===== src/rtl/alu_seq_if.sv =====
// rtl/alu_seq_if.sv - request/response bundle between decode, alu_seq and writeback
interface alu_seq_if #(
   parameter int WIDTH = 16,
   parameter int IMM_W = 9
);
   logic             in_valid;
   logic             in_ready;
   logic [3:0]       op;
   logic [WIDTH-1:0] rn;
   logic [WIDTH-1:0] rm;
   logic [IMM_W-1:0] imm;
   logic             out_valid;
   logic             out_ready;
   logic [WIDTH-1:0] rd;
   logic             z;
   logic             n;
   logic             c;
   logic             v;
   logic             err;
   logic             busy;

   modport master (
      output in_valid, op, rn, rm, imm, out_ready,
      input  in_ready, out_valid, rd, z, n, c, v, err, busy
   );

   modport slave (
      input  in_valid, op, rn, rm, imm, out_ready,
      output in_ready, out_valid, rd, z, n, c, v, err, busy
   );
endinterface


===== src/rtl/alu_seq.sv =====
// rtl/alu_seq.sv - registered ALU with flags and iterative shift-add multiply
// One op per handshake; MUL spends WIDTH cycles in BUSY, everything else completes in one.
module alu_seq #(
   parameter int  WIDTH = 16,
   parameter int  IMM_W = 9,
   localparam int SHW   = $clog2(WIDTH)
) (
   input  logic      clk,
   input  logic      rst_n,
   alu_seq_if.slave  bus
);
   localparam logic [3:0] OP_ADD  = 4'd0;
   localparam logic [3:0] OP_SUB  = 4'd1;
   localparam logic [3:0] OP_AND  = 4'd2;
   localparam logic [3:0] OP_OR   = 4'd3;
   localparam logic [3:0] OP_XOR  = 4'd4;
   localparam logic [3:0] OP_MOV  = 4'd5;
   localparam logic [3:0] OP_ZEXT = 4'd6;
   localparam logic [3:0] OP_SEXT = 4'd7;
   localparam logic [3:0] OP_SHL  = 4'd8;
   localparam logic [3:0] OP_SHR  = 4'd9;
   localparam logic [3:0] OP_ASR  = 4'd10;
   localparam logic [3:0] OP_MUL  = 4'd11;

   typedef enum logic [1:0] {S_IDLE, S_BUSY, S_DONE} state_t;

   state_t             r_state;
   state_t             w_next;
   logic [WIDTH-1:0]   r_rd;
   logic               r_z, r_n, r_c, r_v, r_err;
   logic [2*WIDTH-1:0] r_acc;
   logic [WIDTH-1:0]   r_mcand;
   logic [SHW-1:0]     r_cnt;

   logic               w_in_ready, w_out_valid, w_busy;
   logic               w_in_fire, w_is_mul, w_mul_last;
   logic [WIDTH-1:0]   w_b, w_res;
   logic [WIDTH:0]     w_sum;
   logic [SHW-1:0]     w_amt;
   logic               w_c, w_v, w_err;
   logic [WIDTH:0]     w_mul_sum;
   logic [2*WIDTH-1:0] w_mul_next;

   assign w_is_mul   = (bus.op == OP_MUL);
   assign w_in_fire  = bus.in_valid && w_in_ready;
   assign w_mul_last = (r_state == S_BUSY) && (r_cnt == SHW'(WIDTH - 1));

   always_ff @(posedge clk or negedge rst_n) begin
      if (!rst_n) r_state <= S_IDLE;
      else        r_state <= w_next;
   end

   always_comb begin
      w_next      = r_state;
      w_in_ready  = 1'b0;
      w_out_valid = 1'b0;
      w_busy      = 1'b0;
      case (r_state)
         S_IDLE: begin
            w_in_ready = 1'b1;
            if (bus.in_valid) w_next = w_is_mul ? S_BUSY : S_DONE;
         end
         S_BUSY: begin
            w_busy = 1'b1;
            if (w_mul_last) w_next = S_DONE;
         end
         S_DONE: begin
            w_out_valid = 1'b1;
            w_in_ready  = bus.out_ready;
            if (bus.out_ready) begin
               if (bus.in_valid) w_next = w_is_mul ? S_BUSY : S_DONE;
               else              w_next = S_IDLE;
            end
         end
         default: w_next = S_IDLE;
      endcase
   end

   // SUB reuses the adder as rn + ~rm + 1 so carry-out means "no borrow"
   always_comb begin
      w_b   = (bus.op == OP_SUB) ? ~bus.rm : bus.rm;
      w_sum = {1'b0, bus.rn} + {1'b0, w_b} + {{WIDTH{1'b0}}, (bus.op == OP_SUB)};
      w_amt = bus.rm[SHW-1:0];
      w_res = '0;
      w_c   = 1'b0;
      w_v   = 1'b0;
      w_err = 1'b0;
      case (bus.op)
         OP_ADD, OP_SUB: begin
            w_res = w_sum[WIDTH-1:0];
            w_c   = w_sum[WIDTH];
            w_v   = (bus.rn[WIDTH-1] == w_b[WIDTH-1]) && (w_sum[WIDTH-1] != bus.rn[WIDTH-1]);
         end
         OP_AND:  w_res = bus.rn & bus.rm;
         OP_OR:   w_res = bus.rn | bus.rm;
         OP_XOR:  w_res = bus.rn ^ bus.rm;
         OP_MOV:  w_res = bus.rn;
         OP_ZEXT: w_res = {{(WIDTH-IMM_W){1'b0}}, bus.imm};
         OP_SEXT: w_res = {{(WIDTH-IMM_W){bus.imm[IMM_W-1]}}, bus.imm};
         OP_SHL:  w_res = bus.rn << w_amt;
         OP_SHR:  w_res = bus.rn >> w_amt;
         OP_ASR:  w_res = $signed(bus.rn) >>> w_amt;
         OP_MUL:  w_res = '0;
         default: w_err = 1'b1;
      endcase
   end

   // Product register: upper half accumulates, lower half holds the multiplier being shifted out
   assign w_mul_sum  = {1'b0, r_acc[2*WIDTH-1:WIDTH]} + (r_acc[0] ? {1'b0, r_mcand} : '0);
   assign w_mul_next = {w_mul_sum, r_acc[WIDTH-1:1]};

   always_ff @(posedge clk or negedge rst_n) begin
      if (!rst_n) begin
         r_rd    <= '0;
         r_z     <= 1'b0;
         r_n     <= 1'b0;
         r_c     <= 1'b0;
         r_v     <= 1'b0;
         r_err   <= 1'b0;
         r_acc   <= '0;
         r_mcand <= '0;
         r_cnt   <= '0;
      end else begin
         if (w_in_fire && w_is_mul) begin
            r_acc   <= {{WIDTH{1'b0}}, bus.rm};
            r_mcand <= bus.rn;
            r_cnt   <= '0;
         end else if (r_state == S_BUSY) begin
            r_acc <= w_mul_next;
            r_cnt <= r_cnt + SHW'(1);
         end
         if (w_in_fire && !w_is_mul) begin
            r_rd  <= w_res;
            r_z   <= (w_res == '0);
            r_n   <= w_res[WIDTH-1];
            r_c   <= w_c;
            r_v   <= w_v;
            r_err <= w_err;
         end else if (w_mul_last) begin
            r_rd  <= w_mul_next[WIDTH-1:0];
            r_z   <= (w_mul_next[WIDTH-1:0] == '0);
            r_n   <= w_mul_next[WIDTH-1];
            r_c   <= |w_mul_next[2*WIDTH-1:WIDTH];
            r_v   <= 1'b0;
            r_err <= 1'b0;
         end
      end
   end

   assign bus.in_ready  = w_in_ready;
   assign bus.out_valid = w_out_valid;
   assign bus.busy      = w_busy;
   assign bus.rd        = r_rd;
   assign bus.z         = r_z;
   assign bus.n         = r_n;
   assign bus.c         = r_c;
   assign bus.v         = r_v;
   assign bus.err       = r_err;
endmodule


===== src/flat_wrapper.sv =====
// flat-port wrapper written by rule: the top's interface ports become plain ports
module alu_seq_flat 
#(
   parameter int  WIDTH = 16,
   parameter int  IMM_W = 9,
   localparam int SHW   = $clog2(WIDTH)
)
  (clk, rst_n, bus_in_valid, bus_op, bus_rn, bus_rm, bus_imm, bus_out_ready, bus_in_ready, bus_out_valid, bus_rd, bus_z, bus_n, bus_c, bus_v, bus_err, bus_busy);
  alu_seq_if #(.WIDTH(WIDTH), .IMM_W(IMM_W)) bus_i ();
  input  logic clk;
  input  logic rst_n;
  input wire logic [$bits(bus_i.in_valid)-1:0] bus_in_valid;
  input wire logic [$bits(bus_i.op)-1:0] bus_op;
  input wire logic [$bits(bus_i.rn)-1:0] bus_rn;
  input wire logic [$bits(bus_i.rm)-1:0] bus_rm;
  input wire logic [$bits(bus_i.imm)-1:0] bus_imm;
  input wire logic [$bits(bus_i.out_ready)-1:0] bus_out_ready;
  output wire logic [$bits(bus_i.in_ready)-1:0] bus_in_ready;
  output wire logic [$bits(bus_i.out_valid)-1:0] bus_out_valid;
  output wire logic [$bits(bus_i.rd)-1:0] bus_rd;
  output wire logic [$bits(bus_i.z)-1:0] bus_z;
  output wire logic [$bits(bus_i.n)-1:0] bus_n;
  output wire logic [$bits(bus_i.c)-1:0] bus_c;
  output wire logic [$bits(bus_i.v)-1:0] bus_v;
  output wire logic [$bits(bus_i.err)-1:0] bus_err;
  output wire logic [$bits(bus_i.busy)-1:0] bus_busy;
  assign bus_i.in_valid = bus_in_valid;
  assign bus_i.op = bus_op;
  assign bus_i.rn = bus_rn;
  assign bus_i.rm = bus_rm;
  assign bus_i.imm = bus_imm;
  assign bus_i.out_ready = bus_out_ready;
  assign bus_in_ready = bus_i.in_ready;
  assign bus_out_valid = bus_i.out_valid;
  assign bus_rd = bus_i.rd;
  assign bus_z = bus_i.z;
  assign bus_n = bus_i.n;
  assign bus_c = bus_i.c;
  assign bus_v = bus_i.v;
  assign bus_err = bus_i.err;
  assign bus_busy = bus_i.busy;
  alu_seq #(.WIDTH(WIDTH), .IMM_W(IMM_W)) u_core (.clk(clk), .rst_n(rst_n), .bus(bus_i));
endmodule

===== config.mk =====
export PLATFORM = sky130hd
export DESIGN_NAME = alu_seq_flat
export DESIGN_NICKNAME = d
export VERILOG_FILES = /design/src/rtl/alu_seq_if.sv /design/src/rtl/alu_seq.sv /design/src/flat_wrapper.sv
export SDC_FILE = /design/constraint.sdc
export NUM_CORES = 1
export LEC_CHECK = 0
export CAP_MARGIN = 20
export CORE_ASPECT_RATIO = 1.2
export CORE_MARGIN = 2
export CORE_UTILIZATION = 60
export DETAILED_ROUTE_END_ITERATION = 16
export GPL_TIMING_DRIVEN = 0
export HOLD_SLACK_MARGIN = 0.05
export PLACE_DENSITY_LB_ADDON = 0.2
export SLEW_MARGIN = 20
export SYNTH_ARGS = -nofsm -noshare
export SYNTH_HDL_FRONTEND = slang
export SYNTH_SLANG_ARGS = --single-unit
export TNS_END_PERCENT = 5

===== constraint.sdc =====
create_clock -name clk -period 3.65 [get_ports clk]
set_clock_uncertainty 0.05 [all_clocks]
set_input_delay 0.5475 -clock clk [delete_from_list [all_inputs] [get_ports clk]]
set_output_delay 0.5475 -clock clk [all_outputs]
set_load 0.005 [all_outputs]

* Word-level counts from Yosys, hierarchy flattened *
Cells that the tools add are included.
W data, S select, Z words.

word-level totals
  register bits = 75
  latch bits = 0
  memory bits (writable) = 0
  memory bits (read-only) = 0
  output and inout bits = 24
  memories = 0

cells by class
  add/sub/neg operators = 4
  multiply operators = 0
  divide/modulo/power cells = 0
  order comparisons = 0
  equal/unequal tests = 19
  shift operators = 3
  mux-type cells = 30
  bitwise logic cells = 4
  reduce and logical (&&, ||, !) cells = 16

operators by type and width
  cell                  number
  $pmux W16 S10         1
  $mux W16              4
  $mux W32              2
  $logic_not A16 Y1     2
  $eq A4 B4 Y1 const B  5
  $add A16 B16 Y17      1
  $add A16 B17 Y17      1
  $add A17 B1 Y17       1
  $and A16 B16 Y16      1
  $eq A4 B3 Y1 const B  4
  $not A16 Y16          1
  $or A16 B16 Y16       1
  $reduce_or A16 Y1     1
  $shl A16 B4 Y16       1
  $shr A16 B4 Y16       1
  $sshr A16 B4 Y16      1
  $xor A16 B16 Y16      1
  $mux W1               14
  $reduce_or A12 Y1     1
  $mux W2               5
  $eq A4 B2 Y1 const B  2
  $mux W4               2
  $pmux W2 S3           1
  $logic_and A1 B1 Y1   5
  other kinds (15)      17

* Depth between registers and ports, before layout *
  depth after elaboration = 8
  gate-level depth with buffers = 15
  mapped depth without buffers = 11

* Least setup slack after synthesis *
No wires, ideal clock.

  path type = input to register
  start point = input bus_op[1]
  end point = register u_core.r_z (netlist: u_core.bus.z)
  library setup time = 0.104 ns
  arrival time = 3.884 ns
  slack = -0.387 ns
  stages = 14
  path through = buf_6 -> or4b_1 -> buf_6 -> buf_1 -> xnor2_1 -> ha_1 -> a21oi_1 -> nor4_1 -> a211oi_1 -> o2111ai_1 -> or3_1 -> and4bb_1 -> nand4_1 -> o41ai_2

on the way
  word-level cells in the longest chain between the ends = 7
  elaborated cells on any way between the ends = 22
  classes of those cells = 2 x add/sub; 11 x eq/ne; 3 x mux; 6 x reduce/logical

RTL lines
  item                  line                                         source
  from (decl)           flat_wrapper.sv:13                           input wire logic [$bits(bus_i.op)-1:0] bus_op;
  $eq A4 B1 Y1          alu_seq.sv:81, alu_seq.sv:82, alu_seq.sv:88
  $mux W16              alu_seq.sv:81                                w_b = (bus.op == OP_SUB) ? ~bus.rm : bus.rm;
  $add A16 B16 Y17      alu_seq.sv:82                                w_sum = {1'b0, bus.rn} + {1'b0, w_b} + {{WIDTH{1'b0}}, (bus.op == OP_SUB)};
  $add A17 B1 Y17       alu_seq.sv:82
  $pmux W16 S10         alu_seq.sv:88                                case (bus.op)
  $logic_not A16 Y1     alu_seq.sv:134                               r_z <= (w_res == '0);
  $mux W1               alu_seq.sv:132                               if (w_in_fire && !w_is_mul) begin
  to (signal assigned)  alu_seq.sv:134
  to (signal assigned)  alu_seq.sv:141                               r_z <= (w_mul_next[WIDTH-1:0] == '0);
  to (decl)             alu_seq.sv:30                                logic r_z, r_n, r_c, r_v, r_err;

Several ways; a longest one is shown, not always the timed one.
A chain may end at the register's enable or synchronous reset.

* Worst setup path after layout *
  start point = input bus_rm[1]
  end point = register u_core.r_z (netlist: u_core.bus.z)

on the way
  word-level cells in the longest chain between the ends = 7
  elaborated cells on any way between the ends = 13
  classes of those cells = 2 x add/sub; 3 x shift; 3 x mux; 4 x bitwise; 1 x reduce/logical

RTL lines
  item                   line                source
  from (decl)            flat_wrapper.sv:15  input wire logic [$bits(bus_i.rm)-1:0] bus_rm;
  $not A16 Y16           alu_seq.sv:81
  $mux W16               alu_seq.sv:81
  $add A16 B16 Y17       alu_seq.sv:82
  $add A17 B1 Y17        alu_seq.sv:82
  $pmux W16 S10 (*)      alu_seq.sv:88
  $logic_not A16 Y1 (*)  alu_seq.sv:134
  $mux W1 (*)            alu_seq.sv:132

Every way passes the cells marked *; elsewhere a longest branch is shown, timed or not.

==> results by group <==
Status
  – Status: finished, violations left
  – Violated checks: setup timing

Setup path
  – Crit path max-delay family: compound AO/OA/AOI/OAI gates
  – Critical Path Sink Type: register
  – Data required time of the worst path: a little under 4 ns
  – Worst Path Buf+Inv: 4
  – WP data arrival: between 4 and 5 ns
  – Worst R2R Path Depth: 11
  – Register-to-register setup slack: 0.19 ns
  – CP Depth: 13
  – RR Endpoint: u_core.r_acc[31]
  – Critical-path cell list: clkdlybuf4s15_2 -> clkinvlp_4 -> clkbuf_4 -> buf_2 -> ha_1 -> or3b_2 -> a21oi_1 -> a2111oi_2 -> o2111a_2 -> nand3_4 -> nor4_4 -> nand4_1 -> o41ai_2
  – Critical path class: input port to register
  – Worst r2r src: u_core.r_acc[0]
  – CP Max Fanout: 10
  – Slowest-stage cell, CP: a2111oi_2
  – Crit-path max cell delay: 0.50 ns
  – CP Launch Type: input port

Yosys
  – Syn Std Cell Area: approximately 8100 um2
  – Main synth FF type: dfrtp_1
  – Avg Inst Size Synth: a little over 8 um2
  – Mapped Cells: around 970
  – Number of distinct library cells after synthesis: between 80 and 90
  – Warnings from Yosys: 0
  – Sequential area share after synthesis: between 20% and 30%
  – Number of synthesized flops with an enable pin: 0
  – Async SR Flop Fraction: between 90% and 100%
  – Post-Syn Nets: 1093
  – FF+latch count, synth: 74

STA
  – Final hold vios: 0
  – Final-report max-slew violation count: 0
  – Setup WS post-layout: -0.152 ns
  – WHS: a little over 0.1 ns
  – Setup TNS: -0.152 ns
  – Max_slew headroom: between 30% and 40%
  – Least-Margin Pin Slew: about 1.0 ns
  – # setup viols final: 1
  – RSZ-0062 raised after global routing: yes
  – Tcrit/Tclk final: 104%
  – Crit path time final: 3.80 ns
  – Fmax: between 200 and 300 MHz

GRT
  – Met1 GRT Util: 54.1%
  – First-pass GRT wire length: roughly 48000 um
  – GR peak layer: met2
  – Largest net degree at the start of global routing: 39
  – Vias in the first global route: around 8400
  – Met2 Track Usage GR: between 70% and 80%
  – Overall routing resource usage: 45.4%
  – Gr ovfl total: 0
  – Initial antenna violation count: 0
  – Met3 usage: 9.08%

Route
  – Drt pass-1 iters: 6
  – Via Count: 8927
  – ANT nets after route: 0
  – Starting DRT DRC Count: roughly 1100
  – Post-Route WL: 33200 um
  – Residual DRC: 0
  – Via density: approximately 7.2
  – Wire per inst: 26.7 um

Final layout
  – P&R area growth vs syn: 21.4%
  – Fill cells: 976
  – Layout cells sized above 1: 15.5%
  – Fin nets: 1191
  – Finished Core Util: between 70 and 80%
  – ANT cells: 0

Floorplanning
  – Die Height: approximately 130 um
  – Rows: 46
  – Starting Density: between 60 and 70%
  – Die area: between 10000 and 15000 um2
  – Top-Level Pins: 73
  – Core area: 13200 um2
  – Die W: about 110 um

Pwr
  – Worst VDD drop: 0.000429 V
  – Leak pwr: 4.24 nW
  – Power Total: around 0.0043 W
  – Pwr dens: approximately 440 nW/um2

CTS
  – Maximum clock path buffer count: 2
  – CTS tree: built
  – H-Tree Depth: 3
  – Clock sinks: 74
  – Worst skew pair latency: 0.35 ns
  – Reg clk slew, reported paths: 0.08 ns
  – TritonCTS buffer count: 9
  – Clock Root Buffer: clkbuf_16

Hold path
  – Hold Path Class: input port to async pin

Placement
  – PortBufs: roughly 70
  – DP Wirelength: 23900 um
  – Routability cong.: slightly above 1

Job
  – Max-Cap Viols: 0
[layout make-up]
type                            instances  area [um2]  area share (%)
Multi-Input combinational cell        795        5980            61.2
Sequential cell                        74        1850            19.0
Timing Repair Buffer                   93         908            9.30
Buffer                                 55         343            3.51
Clock buffer                            9         225            2.30
Tap cell                              168         210            2.15
Inverter                               44         170            1.74
Clock inverter                          7        82.6           0.845
[power by group]
group / switching [W] / internal (W) / leakage (nW)
Combinational: 0.00112 / 0.000849 / 3.17
Clock: 0.000424 / 0.000543 / 0.145
Sequential: 0.000241 / 0.00109 / 0.933
Total: 0.00179 / 0.00248 / 4.24
[cells in the final DEF, fill, tap and decap left out, drive strengths merged, types with 18 or more instances in the layout]
cell type	instances
a211oi	18
a21oi	59
a22oi	29
and2	19
buf	53
clkbuf	37
clkdlybuf4s50	63
dfrtp	74
ha	68
inv	46
mux2	28
mux2i	25
nand2	126
nand3	20
nor2	54
o21ai	47
o22ai	30
xnor2	27
[cells by family after synthesis]
kind of cell / Yosys count / synth area share (%)
AND/OR/NAND/NOR: 328 / 20.3
flip-flops: 74 / 23.0
adder cells (fa/ha/maj): 70 / 11.1
XOR/XNOR: 37 / 4.03
AO/OA/AOI/OAI: 296 / 25.3
multiplexers: 64 / 10.3
buffers and inverters: 105 / 5.95
[layer usage]
layer,vias up,part of all wire (%),wire (um)
met3,227,11,3790
met5,-,0,0
li1,3827,-,-
met4,0,10,3330
met2,686,44,14800
met1,4187,34,11400
[through the flow]
step / setup WS [ns] / area, um2 / std cells
6_report: -0.152 / 9770 / 1245
5_1_grt: -0.175 / 9770 / 1245
4_1_cts: -0.112 / 9590 / 1239
3_5_place_dp: -1.50 / 9010 / 1214
3_3_place_gp: -1.62 / 9000 / 1213
2_1_floorplan: 0.0437 / 8080 / 974
[synthesized netlist by cell type, types with 8 or more instances]
library cell / count / share of area, %
mux2_2: 28 / 3.9
nand2b_1: 13 / 1.0
nand4_1: 11 / 0.85
ha_1: 68 / 11
o211ai_1: 8 / 0.75
o22ai_1: 30 / 2.3
a22oi_1: 29 / 2.7
a21oi_1: 59 / 3.7
and3_1: 12 / 0.93
clkbuf_1: 29 / 1.4
xor2_1: 10 / 1.1
xnor2_1: 27 / 2.9
mux4_2: 11 / 3.1
nand3_1: 20 / 1.2
mux2i_1: 24 / 3.0
a31oi_1: 13 / 1.0
or3_1: 9 / 0.70
nor3_1: 16 / 0.99
inv_1: 42 / 2.0
dfrtp_1: 74 / 23
o21ai_0: 42 / 2.6
nand2_1: 126 / 5.9
a21o_1: 13 / 1.2
and2_1: 19 / 1.5
nor2_1: 54 / 2.5
nor2b_1: 9 / 0.70
a211oi_1: 16 / 1.5
buf_2: 14 / 0.87
[state kept, by name (all words and copies together) (netlist names)]
register	cells
u_core.bus.rd	16
u_core.r_mcand	16
u_core.r_state	2
u_core.r_acc	32
u_core.bus.z	1
u_core.r_cnt	4
u_core.bus.c	1
u_core.bus.v	1
u_core.bus.err	1
[what timing repair did]
action                                  4_1_cts  5_1_grt
hold buffers                                  0        0
pin swaps                                    15       22
endpoints found under the setup margin       18        2
gates resized for setup                      64       29
buffers inserted                             12        9
[how the worst max path moves through the flow]
stage,from,endpoint
after global placement,bus_rm[3],u_core.bus.z
after CTS,bus_op[3],u_core.bus.z
after detailed placement,bus_rm[3],u_core.bus.z
after floorplan,bus_op[1],u_core.bus.z
after global routing,bus_op[1],u_core.bus.z
final,bus_rm[1],u_core.bus.z
Power figures use the tool's default switching activity.
